### config.mk
export PLATFORM = sky130hd
export DESIGN_NAME = imem_loader
export DESIGN_NICKNAME = d
export VERILOG_FILES = /design/src/rtl/imem_loader.sv
export SDC_FILE = /design/constraint.sdc
export NUM_CORES = 1
export LEC_CHECK = 0
export BUFFER_PORTS_ARGS = -buffer_cell sky130_fd_sc_hd__buf_4
export CORE_ASPECT_RATIO = 1.1
export CORE_MARGIN = 4
export CORE_UTILIZATION = 45
export CTS_CLUSTER_SIZE = 10
export DETAILED_ROUTE_END_ITERATION = 10
export PLACE_DENSITY_LB_ADDON = 0.1
export SETUP_SLACK_MARGIN = 0.05
export SLEW_MARGIN = 5
export SYNTH_ARGS = -nofsm -noshare
export SYNTH_HDL_FRONTEND = slang
export SYNTH_SLANG_ARGS = --single-unit
### constraint.sdc
create_clock -name clk -period 4.21 [get_ports clk]
set_input_delay 0.842 -clock clk [delete_from_list [all_inputs] [get_ports clk]]
set_output_delay 0.842 -clock clk [all_outputs]
set_load 0.1 [all_outputs]
### src/rtl/imem_loader.sv
// imem_loader: byte-serial loader (start/in_* frame in) writing imem_* words, holding cpu_reset until checksum passes, reporting done/err
module imem_loader #(
  parameter int ADDR_WIDTH = 8
) (
  input  logic                  clk,
  input  logic                  reset,
  input  logic                  start,
  input  logic [7:0]            in_data,
  input  logic                  in_valid,
  output logic                  in_ready,
  output logic                  imem_we,
  output logic [ADDR_WIDTH-1:0] imem_addr,
  output logic [31:0]           imem_wdata,
  output logic                  cpu_reset,
  output logic                  done,
  output logic                  err
);
  typedef enum logic [2:0] {IDLE, LEN0, LEN1, DATA, CSUM, RUN, ERR} state_t;
  localparam logic [16:0] DEPTH = 17'(1) << ADDR_WIDTH;
  state_t                r_state, w_next;
  logic [15:0]           r_len;
  logic [7:0]            r_csum;
  logic [1:0]            r_byte;
  logic [ADDR_WIDTH-1:0] r_word;
  logic [23:0]           r_asm;
  logic                  w_fire, w_last;
  logic [15:0]           w_len;
  assign w_fire = in_valid && in_ready;
  assign w_len  = {in_data, r_len[7:0]};
  assign w_last = r_byte == 2'd3 && 16'(r_word) == r_len - 16'd1;
  always_comb begin
    w_next = r_state;
    case (r_state)
      IDLE, RUN, ERR: w_next = start ? LEN0 : r_state;
      LEN0:    w_next = w_fire ? LEN1 : LEN0;
      LEN1:    w_next = !w_fire ? LEN1 : {1'b0, w_len} > DEPTH ? ERR : w_len == 16'd0 ? CSUM : DATA;
      DATA:    w_next = w_fire && w_last ? CSUM : DATA;
      CSUM:    w_next = !w_fire ? CSUM : in_data == r_csum ? RUN : ERR;
      default: w_next = IDLE;
    endcase
  end
  always_ff @(posedge clk) begin
    if (reset) begin
      r_state    <= IDLE;
      r_len      <= '0;
      r_csum     <= '0;
      r_byte     <= '0;
      r_word     <= '0;
      r_asm      <= '0;
      in_ready   <= 1'b0;
      imem_we    <= 1'b0;
      imem_addr  <= '0;
      imem_wdata <= '0;
      cpu_reset  <= 1'b1;
      done       <= 1'b0;
      err        <= 1'b0;
    end else begin
      r_state   <= w_next;
      in_ready  <= w_next inside {LEN0, LEN1, DATA, CSUM};
      cpu_reset <= w_next != RUN;
      done      <= w_next == RUN;
      err       <= w_next == ERR;
      imem_we   <= w_fire && r_state == DATA && r_byte == 2'd3;
      if (start && r_state inside {IDLE, RUN, ERR}) begin
        r_len  <= '0;
        r_csum <= '0;
        r_byte <= '0;
        r_word <= '0;
      end
      if (w_fire) begin
        if (r_state != CSUM) r_csum <= r_csum ^ in_data;
        if (r_state == LEN0) r_len[7:0] <= in_data;
        if (r_state == LEN1) r_len[15:8] <= in_data;
        if (r_state == DATA) begin
          r_byte <= r_byte + 2'd1;
          r_asm  <= {in_data, r_asm[23:8]};
          if (r_byte == 2'd3) begin
            imem_wdata <= {in_data, r_asm};
            imem_addr  <= r_word;
            r_word     <= r_word + 1'b1;
          end
        end
      end
    end
  end
endmodule

Word-level counts from Yosys, hierarchy flattened
Index checks and enable logic that the tools add are counted.
{"block": "word_totals", "ff_bits": 106, "n_memories": 0, "elab_cells": 71, "latch_bits": 0, "ram_bits": 0, "inputBits": 12, "out_inout_bits": 45, "mem_bits_ro": 0}
{"block": "classes", "muxes": 23, "add_sub_neg": 3, "bitwise_logic": 1, "mul": 0, "order_cmp": 1, "shifts": 0, "n_reduce_logical": 13, "eq_ne": 17, "n_div": 0}
{"cell": "2-to-1 mux 8 bit", "n": 9}
{"cell": "2-to-1 mux 16 bit", "n": 2}
{"cell": "== test 3 bit (second input constant)", "n": 6}
{"cell": "== test 8 x 16 -> 1 bit", "n": 1}
{"cell": "> comparator 16 x 9 -> 1 bit (second input constant)", "n": 1}
{"cell": "zero test 16 bit", "n": 1}
{"cell": "subtractor 16 x 1 -> 16 bit (second input constant)", "n": 1}
{"cell": "2-to-1 mux 3 bit", "n": 5}
{"cell": "one-hot mux 3 bit (5 select lines)", "n": 1}
{"cell": "== test 3 x 2 -> 1 bit (second input constant)", "n": 4}
{"cell": "2-to-1 mux 2 bit", "n": 6}
{"cell": "adder 8 x 1 -> 8 bit (second input constant)", "n": 1}
{"cell": "== test 8 bit", "n": 1}
{"cell": "bitwise XOR 8 bit", "n": 1}
{"cell": "== test 3 x 1 -> 1 bit (second input constant)", "n": 2}
{"cell": "logical AND 1 bit", "n": 6}
{"cell": "!= test 3 bit (second input constant)", "n": 2}
{"cell": "nonzero test 4 bit", "n": 1}
{"cell": "zero test 3 bit", "n": 1}
{"cell": "AND reduction 3 bit", "n": 1}
{"cell": "nonzero test 3 bit", "n": 1}
{"cell": "OR reduction 3 bit", "n": 1}
{"cell": "adder 2 x 1 -> 2 bit (second input constant)", "n": 1}
{"cell": "== test 2 bit (second input constant)", "n": 1}
{"cell": "AND reduction 2 bit", "n": 1}

Depth between registers and ports, before layout
Gate-level depths: netlist of run 1.
{"block": "depth", "depth_word": 8, "depth_mapped": 8, "ltp_nobuf": 8}

Worst setup path before layout of run 1
No wires, ideal clock.
{"block": "synth_timing", "path_type": "in2reg", "from": "input in_data[4]", "to": "register in_ready", "stages": 7, "setup_slack_ns": 1.646, "t_arrival_ns": 2.443, "required_ns": 4.089, "n_path_buf": 1, "setup_ns": 0.121, "path_cell_list": "clkbuf_1 > or4_1 > nor4_2 > a31o_1 > nand3_1 > nor2_1 > mux2_2"}
{"block": "synth_via", "elab_chain_cells": 7, "elab_cells_between_ends": 14, "cone_classes": "1 x order compare; 5 x eq/ne; 6 x mux; 2 x reduce/logical"}
{"element": "start: declaration", "line_no": "8", "rtl": "input logic [7:0] in_data,"}
{"element": "branches (longest 4 deep; another with > comparator 16 x 9 -> 1 bit)"}
{"element": "one-hot mux 3 bit (5 select lines) (*)", "line_no": "33", "rtl": "case (r_state)"}
{"element": "== test 3 x 1 -> 1 bit (tied with other cells)", "line_no": "59", "rtl": "in_ready <= w_next inside {LEN0, LEN1, DATA, CSUM};"}
{"element": "nonzero test 4 bit (*)", "line_no": "59"}
{"element": "end signal: assignment", "line_no": "59"}
{"element": "end: declaration", "line_no": "10", "rtl": "output logic in_ready,"}
Mark *: on every way between the ends.
A chain may end at the register's enable or synchronous reset.

Worst setup path in the final report of run 1
{"block": "layout_timing", "from": "register r_state[1]", "to": "register r_word[3]"}
{"block": "layout_via", "elab_chain_cells": 7, "elab_cells_between_ends": 10, "cone_classes": "3 x eq/ne; 4 x mux; 3 x reduce/logical"}
{"element": "start: declaration", "line_no": "20", "rtl": "state_t r_state, w_next;"}
{"element": "start signal: assignment", "line_no": "58", "rtl": "r_state <= w_next;"}
{"element": "== test 3 bit / zero test 3 bit (equally long branches)", "line_no": "64", "rtl": "if (start && r_state inside {IDLE, RUN, ERR}) begin"}
{"element": "nonzero test 3 bit", "line_no": "64"}
{"element": "logical AND 1 bit", "line_no": "64"}
{"element": "2-to-1 mux 8 bit", "line_no": "64"}
{"element": "2-to-1 mux 8 bit", "line_no": "77", "rtl": "if (r_byte == 2'd3) begin"}
{"element": "2-to-1 mux 8 bit", "line_no": "74", "rtl": "if (r_state == DATA) begin"}
{"element": "2-to-1 mux 8 bit (*)", "line_no": "70", "rtl": "if (w_fire) begin"}
{"element": "end signal: assignment", "line_no": "80", "rtl": "r_word <= r_word + 1'b1;"}
{"element": "end: declaration", "line_no": "24", "rtl": "logic [ADDR_WIDTH-1:0] r_word;"}
Mark *: on every way between the ends. The rest lies on a longest branch, timed or not.

==> results of run 1 <==
## registers in the layout, summed over array words and instances, names as in the netlist
name,flops
r_state,3
r_csum,8
imem_addr,8
r_byte,2
imem_wdata,32
done,1
r_len,16
r_asm,24
err,1
r_word,8
in_ready,1
cpu_reset,1
imem_we,1
## placed cells by master (no fill, tap or decap), drive strengths merged, types with 3 or more instances in the layout
master	instances
nand2	161
dfxtp	106
a21oi	96
buf	62
nor2	31
nand3	27
o21ai	18
nand3b	12
xnor2	11
clkbuf	11
xor2	8
nor3	8
nand4	6
nand2b	5
inv	5
or4	5
nor4	4
or3	3
nor2b	3
o31ai	3
o22ai	3
o21a	3
ha	3
a31o	3
## where the power goes
part	internal, uW	leakage, uW	total [uW]	switching (uW)
combinational	48.7	0.000875	155	106
clock	229	0.0000814	570	341
sequential	1010	0.000855	1030	14.7
total	1290	0.00181	1750	462
## layout make-up
class	count	area, sq um	share of cell area
clock inverters	4	28.8	0.00558
flip-flops and latches	106	2120	0.412
multi-input cells	434	2220	0.430
inverters	5	18.8	0.00364
clock buffers	11	141	0.0274
well taps	120	150	0.0291
repair buffers	62	478	0.0927
## metal layers
layer / vias to the layer above / global-route usage / share of wire
met5: - / 0 / 0
met4: 0 / 0.0743 / 0.018
met3: 16 / 0.0290 / 0.031
met2: 61 / 0.309 / 0.49
met1: 1920 / 0.279 / 0.47
li1: 2045 / - / -
## critical path, delay by kind of cell, from the launching register on
family / cells / cell delay (ns)
DFF: 1 / 0.65
buffers and inverters: 2 / 0.62
and+or+nand+nor: 4 / 1.03
AOI/OAI and AO/OA: 2 / 0.21
## worst min path at each step
stage	from	endpoint
2_1_floorplan	r_asm[0]	imem_wdata[0]
3_3_place_gp	r_asm[0]	imem_wdata[0]
3_5_place_dp	r_asm[3]	imem_wdata[3]
4_1_cts	r_asm[3]	imem_wdata[3]
5_1_grt	r_asm[0]	r_asm[0]
6_report	r_asm[3]	imem_wdata[3]
## stage by stage
stage,util,instance area [sq um]
after floorplan,-,4510
after global placement,0.507,4990
after detailed placement,0.507,4990
after CTS,0.524,5160
after global routing,0.524,5160
final,0.524,5160
## kinds of logic after synthesis
kind of cell,synth area share
AOI/OAI and AO/OA,0.163
xor gates and xnor gates,0.0369
adders and majority gates,0.00832
buffers and inverters,0.0399
DFF,0.470
muxes,0.00721
and+or+nand+nor,0.275
==> qor.txt, run 1 <==
Final net count: 633
Largest net degree at the start of global routing: 80
Routed WL per cell: 15.1 um
Reg-to-reg slack, setup: 1.62 ns
Fin Clk Skew: 0.0124 ns
Hpwl dp: 7.77 mm
Status: complete, no violations
Chip height: 113 um
CTS tree: done
Syn nets: 601
Synth Flop Type: dfxtp_1
Final Hold Fails: 0
Final hold slack: 0.461 ns
Syn-to-layout area delta: 14.2%
Post-Place Cells: 727
RSZ-0062 raised after global routing: false
Clk pin slew, worst setup/hold paths: 0.10 ns
Post-synthesis register bit count: 106
Synth cell types: 49
Routed Antenna Nets: 0
Max-slew headroom: 0.327
DP Worst Slack: 1.36 ns
GPL Wtd Cong: 0.824
CTS root buf: clkbuf_8
Resized Gates After CTS: 0
Seq/Total Area, Yosys: 0.470
Leak pwr: 0.00181 uW
Full die area: 11700 sq um
Synth top area share: 0.470
Total Wirelength: 11.2 mm
Setup bufs post-CTS: 0
Worst path required time: 4.50 ns
First-pass GRT wire length: 18.6 mm
DRC viols: 0
Ports: 57
Total power: 1750 uW
Count leader, synth: nand2_1
Setup violators final: 0
H-tree Lvls: 3
Mapped cell area: 4510 sq um
VDD IR max: 0.193 mV
Avg Cell Area, Syn: 7.70 sq um
Asr flop ratio synth: 0
Synth Warn #: 0
Worst-case reg-to-reg path depth: 8
Port buffer count: 56
Commonest cells post-synth: nand2_1 (161), dfxtp_1 (106), a21oi_1 (96)
P per Cell Area: 340 nW/um^2
Min Tclk post-route: 2.59 ns
Insertion delay to the later sink of the worst-skew pair: 0.37 ns
Max-Cap Viols: 0
Fin cells: 742
CP max FO: 27
Crit path capture: r_word[3]
Fin Setup TNS: 0 ns
WP data arrival: 2.88 ns
Fill cells: 961
Achievable frequency: 386 MHz
Gr ovfl total: 0
Area leader, netlist: dfxtp_1
GRT Overall Usage: 0.199
Setup ws final: 1.62 ns
Hold buffers post-CTS: 0
Total clock sinks: 106
Antenna violations before repair: 0
Hold Path Depth: 2
FF-to-FF End: r_word[3]
Core Area: 9840 sq um
Critical path origin: r_state[1]
Slew Viols, Final: 0
N_diodes: 0
Vias in the first global route: 3785
FP Rows: 38
Chip Width: 103 um
Worst setup EP type: register
RR Startpoint: r_state[1]
Detailed Routing Iterations Pass 1: 6
Crit-path slowest cell: dfxtp_1
Crit Path Category: register to register
CP Launch Type: register
Via count: 4042
Mapped Cells: 586
Worst path cell trace: nand2_1 > nor2_1 > buf_4 > nand2_1 > buf_12 > nor2_1 > o21ai_1 > a21oi_1
Area contributors post-synth: dfxtp_1 (47%), nand2_1 (13%), a21oi_1 (11%)
Max incr delay on CP: 0.65 ns
Share of cells above drive strength 1: 0.137
DR iter-0 viols: 178
TritonCTS buffer count: 9
CTS Buffer Depth: 2
Hold Crit Class: register to register
Vias per cell: 5.45
EDFF count, synth: 0
Slew @ Worst Pin: 1.01 ns
Initial Utilization: 0.459
Tcrit/Tclk final: 0.615
Power figures use the tool's default switching activity.
==> inputs of run 2 (changes only) <==
Clock period 4.21 ns to 2.48 ns, I/O delays scaled along.
==> qor.txt, run 2 (synthesis gave the netlist of run 1 again) <==
Routed WL per cell: 15.5 um (+2.5%)
CTS Buffer Depth: 2 (unchanged)
Syn-to-layout area delta: 15.7%
Met3 GRT Util: 0.0321 (+0.00308)
Ports: 57 (unchanged)
P per Cell Area: 574 nW/um^2 (+69%)
Biggest regs: imem_wdata x32, r_asm x24, r_len x16
Fill cells: 957 (-0.42%)
Core Area: 9840 sq um (unchanged)
Total clock sinks: 106 (unchanged)
Full die area: 11700 sq um (unchanged)
Setup ws final: 0.297 ns (-1.32 ns)
VDD IR max: 0.321 mV (+66%)
Detailed Routing Iterations Pass 1: 5 (-1)
Worst path required time: 2.71 ns (-1.79 ns)
Slew Viols, Final: 0 (unchanged)
Min Tclk post-route: 2.18 ns (-0.406 ns)
Clk pin slew, worst setup/hold paths: 0.10 ns (about the same)
CTS tree: done
Initial Utilization: 0.459 (unchanged)
RSZ-0062 raised after global routing: false
CP Launch Type: register
Max-Cap Viols: 0 (unchanged)
FP Rows: 38 (unchanged)
WP data arrival: 2.41 ns (-0.47 ns)
Crit path capture: r_state[1]
Fin Clk Skew: 0.00642 ns (-0.00594 ns)
H-tree Lvls: 3 (unchanged)
Insertion delay to the later sink of the worst-skew pair: 0.36 ns (about the same)
Commonest non-fill, non-tap cell in the layout: nand2_1
Crit Path Category: register to register
Worst-case reg-to-reg path depth: 7 (-1)
GRT Overall Usage: 0.204 (+0.00514)
Chip Width: 103 um (unchanged)
Global-route track usage on met2: 0.330 (+0.0213)
RR Startpoint: r_byte[0]
Critical path origin: r_byte[0]
Slew @ Worst Pin: 0.659 ns (-0.347 ns)
N_diodes: 0 (unchanged)
FF-to-FF End: r_state[1]
Routed Antenna Nets: 0 (unchanged)
Hpwl dp: 7.99 mm (+2.9%)
Port buffer count: 56 (unchanged)
Vias in the first global route: 3845 (+1.6%)
CP max FO: 3 (-89%)
Largest register by flop count: imem_wdata
CTS root buf: clkbuf_8
Leak pwr: 0.00184 uW (+1.8%)
Grt met1 use: 0.276 (-0.00320)
Worst setup EP type: register
Max-slew headroom: 0.557 (+0.230)
Final net count: 641 (+1.3%)
Final Hold Fails: 0 (unchanged)
DP Worst Slack: 0.143 ns (-1.22 ns)
TritonCTS buffer count: 9 (unchanged)
Total Wirelength: 11.6 mm (+3.8%)
Max reg flops: 32 (unchanged)
Chip height: 113 um (unchanged)
GPL Wtd Cong: 0.857 (+4.0%)
Via count: 4152 (+2.7%)
Hold Crit Class: input port to register
DRC viols: 0 (unchanged)
Status: complete, no violations
Share of cells above drive strength 1: 0.147 (+0.0107)
Gr ovfl total: 0 (unchanged)
First-pass GRT wire length: 19.1 mm (+2.7%)
GRT busiest layer: met2
Hold buffers post-CTS: 0 (unchanged)
Setup bufs post-CTS: 0 (unchanged)
Antenna violations before repair: 0 (unchanged)
Tcrit/Tclk final: 0.880 (+0.265)
Largest net degree at the start of global routing: 58 (-28%)
Vias per cell: 5.53 (+1.5%)
Fin Setup TNS: 0 ns (unchanged)
Setup violators final: 0 (unchanged)
Commonest non-fill, non-tap cells in the layout: nand2_1 (161), dfxtp_1 (106), a21oi_1 (96)
DR iter-0 viols: 168 (-5.6%)
Achievable frequency: 458 MHz (+19%)
Min-Delay Startpoint: in_data[5]
Reg-to-reg slack, setup: 0.30 ns (-1.32 ns)
## run 2: cell count changes in the layout (fill, tap and decap cells not counted)
cell and change:
clkinv_4 -1, nor4_1 -1, inv_6 +1, nor4_2 +1, clkinv_2 -1, buf_4 +8
clkbuf_1 +2
## run 2: layer usage
metal | routed length, um | part of all wire | up-vias
met5 | 0 | 0 | -
met4 | 176 | 0.015 | 0
met3 | 489 | 0.042 | 18
met2 | 5800 | 0.50 | 101
met1 | 5150 | 0.44 | 1971
li1 | - | - | 2062
## run 2: how the worst min path moves through the flow
stage,to,slack [ns],cells past startpoint
after global routing,r_asm[23],0.42,3
final,r_len[13],0.42,3
after global placement,imem_wdata[20],0.45,2
after CTS,r_asm[20],0.41,3
after detailed placement,imem_wdata[4],0.45,2
after floorplan,imem_wdata[0],0.43,2
## run 2: final cells by class
cell class	instances	area [sq um]	share of cell area
Clock buffer	13	149	0.0285
Multi-Input combinational cell	434	2220	0.426
Inverter	5	18.8	0.00359
Clock inverter	3	23.8	0.00455
Sequential cell	106	2120	0.406
Tap cell	120	150	0.0287
Timing Repair Buffer	70	538	0.103
## run 2: power breakdown
group	internal [uW]	total, uW	switching, uW
clock	399	984	585
combinational	90.2	276	186
sequential	1720	1740	21.0
## run 2: worst max-delay path, cell delays in order, from the launching register on
cell	delay (ns)
dfxtp_1	0.37
ha_1	0.19
inv_2	0.05
or4_1	0.54
nor4_2	0.30
nand2_1	0.10
nor4_1	0.38
o22ai_1	0.13
## run 2: stage by stage
step | total power, uW | utilization | cells | cell area [sq um] | hold WS (ns)
4_1_cts | 3020 | 0.530 | 751 | 5220 | 0.406
3_5_place_dp | 2050 | 0.513 | 735 | 5050 | 0.448
6_report | 3000 | 0.531 | 751 | 5230 | 0.422
2_1_floorplan | 1970 | - | 586 | 4510 | 0.432
3_3_place_gp | 2050 | 0.513 | 735 | 5050 | 0.445
5_1_grt | 3130 | 0.531 | 751 | 5230 | 0.422
## run 2: timing repair
| item | CTS | global route |
|---|---|---|
| resized for setup | 0 | 1 |
| hold endpoints to repair | 0 | 0 |
| endpoints found under the setup margin | 0 | 2 |
==> inputs of run 3 (changes only) <==
Settings changed: CORE_MARGIN 4 to 8.
==> qor.txt, run 3 (synthesis gave the netlist of run 1 again) <==
Status: complete, no violations
Total Wirelength: 12.2 mm (+4.7%)
Share of cells above drive strength 1: 0.149 (+0.00182)
Routed WL per cell: 16.2 um (+4.9%)
Worst setup EP type: register
Vias in the first global route: 3870 (+0.65%)
Crit Path Category: register to register
CTS root buf: clkbuf_8
Insertion delay to the later sink of the worst-skew pair: 0.38 ns (+0.02 ns)
Slew Viols, Final: 0 (unchanged)
RSZ-0062 raised after global routing: false
Post-Place Cells: 735 (unchanged)
Setup ws final: 0.251 ns (-0.0458 ns)
First-pass GRT wire length: 19.5 mm (+2.4%)
CP bufs+invs: 1 (unchanged)
Fill cells: 934 (-2.4%)
Max-Cap Viols: 0 (unchanged)
Final Hold Fails: 0 (unchanged)
GRT Overall Usage: 0.174 (-0.0296)
CP Launch Type: register
Fin Clk Skew: 0.00937 ns (+0.00295 ns)
Achievable frequency: 449 MHz (-2.1%)
Slew @ Worst Pin: 0.765 ns (+0.106 ns)
H-tree Lvls: 3 (unchanged)
Clock power share: 0.354 (+0.026)
GPL Wtd Cong: 0.877 (+2.3%)
CTS Buffer Depth: 2 (unchanged)
WP data arrival: 2.46 ns (+0.05 ns)
Port buffer count: 56 (unchanged)
Commonest non-fill, non-tap cells in the layout: nand2_1 (161), dfxtp_1 (106), a21oi_1 (96)
CP max FO: 3 (unchanged)
Routed Antenna Nets: 0 (unchanged)
Leak pwr: 0.00187 uW (+1.2%)
Detailed Routing Iterations Pass 1: 4 (-1)
Largest register by flop count: imem_wdata
Max reg flops: 32 (unchanged)
FP Rows: 38 (unchanged)
Core Area: 9790 sq um (-0.48%)
Max-slew headroom: 0.489 (-0.0686)
Met3 GRT Util: 0.0272 (-0.00486)
VDD IR max: 0.335 mV (+4.4%)
Ports: 57 (unchanged)
TritonCTS buffer count: 9 (unchanged)
Logic pwr share: 0.091 (about the same)
Min Tclk post-route: 2.23 ns (+0.0458 ns)
Max incr delay on CP: 0.52 ns (-0.02 ns)
Sw frac: 0.271 (+0.00749)
Final net count: 641 (unchanged)
DRC viols: 0 (unchanged)
Antenna violations before repair: 0 (unchanged)
Worst path cell trace: ha_1 > inv_2 > or4_1 > nor4_1 > nand2_1 > nor4_1 > o22ai_1
Commonest non-fill, non-tap cell in the layout: nand2_1
Setup violators final: 0 (unchanged)
Grt met1 use: 0.224 (-0.0517)
Tcrit/Tclk final: 0.899 (+0.0185)
DR iter-0 viols: 289 (+72%)
CTS tree: done
P per Cell Area: 597 nW/um^2 (+4.0%)
Biggest regs: imem_wdata x32, r_asm x24, r_len x16
Via count: 4128 (-0.58%)
Worst path required time: 2.71 ns (about the same)
Crit-path slowest cell: or4_1
Hpwl dp: 8.23 mm (+3.0%)
Global-route track usage on met2: 0.282 (-0.0475)
Worst path most repeated cell: nor4_1
Full die area: 13500 sq um (+15%)
Resized Gates After CTS: 0 (unchanged)
CP delay by family, top: simple AND/OR/NAND/NOR gates
Chip Width: 111 um (+7.7%)
P_sw: 851 uW (+7.6%)
Layout Utilization: 0.537 (+0.00564)
Vias per cell: 5.50 (-0.45%)
DP Worst Slack: 0.169 ns (+0.0266 ns)
Initial Utilization: 0.461 (+0.00223)
N_diodes: 0 (unchanged)
Setup bufs post-CTS: 0 (unchanged)
Hold Crit Class: input port to register
Pint: 2290 uW (+3.5%)
Clk pin slew, worst setup/hold paths: 0.10 ns (about the same)
GRT busiest layer: met2
Chip height: 121 um (+7.1%)
Part of the power in registers: 0.555 (-0.025)
Hold buffers post-CTS: 0 (unchanged)
Syn-to-layout area delta: 16.4%
Gr ovfl total: 0 (unchanged)
Fin Setup TNS: 0 ns (unchanged)
Fin cells: 750 (-0.13%)
Total clock sinks: 106 (unchanged)
Largest net degree at the start of global routing: 65 (+12%)
## run 3: power groups by stage
stage / registers, uW / clock network, uW / logic [uW]
6_report: 1740 / 1110 / 286
3_3_place_gp: 1780 / 0 / 281
3_5_place_dp: 1780 / 0 / 283
2_1_floorplan: 1790 / 0 / 179
5_1_grt: 1740 / 1190 / 309
4_1_cts: 1740 / 1120 / 284
## run 3: area by class of cell
type / instances / area [sq um] / share of cell area
clock buffers: 9 / 124 / 0.0236
well taps: 120 / 150 / 0.0286
flip-flops and latches: 106 / 2120 / 0.404
multi-input cells: 434 / 2220 / 0.422
clock inverters: 6 / 72.6 / 0.0138
repair buffers: 70 / 551 / 0.105
inverters: 5 / 18.8 / 0.00357
## run 3: final timing paths
kind                            cells after the start         start  slack (ns)      endpoint
worst max-delay path                                7     r_byte[0]        0.25    r_state[1]
worst max register to register                      7     r_byte[0]        0.25    r_state[1]
worst min-delay path                                3    in_data[6]        0.42     r_asm[22]
worst min register to register                      2  imem_addr[3]        0.46  imem_addr[3]
## run 3: layer usage
layer  part of all wire  vias up  wire length (um)
li1                   -     2054                 -
met1               0.47     1957              5670
met2               0.47       97              5700
met3              0.042       20               516
met4              0.023        0               276
met5                  0        -                 0
## run 3: per-stage QoR
stage	cell area (sq um)	power, uW	hold slack [ns]
detailed placement	5060	2060	0.447
CTS	5260	3140	0.409
finish	5260	3140	0.418
global placement	5060	2060	0.445
global route	5260	3240	0.419
floorplan	4510	1970	0.432
## run 3: worst register-to-register path, cell delays in order (launching register included)
cell and delay (ns):
dfxtp_1 0.36, ha_1 0.19, inv_2 0.05, or4_1 0.52, nor4_1 0.39, nand2_1 0.11, nor4_1 0.34, o22ai_1 0.13
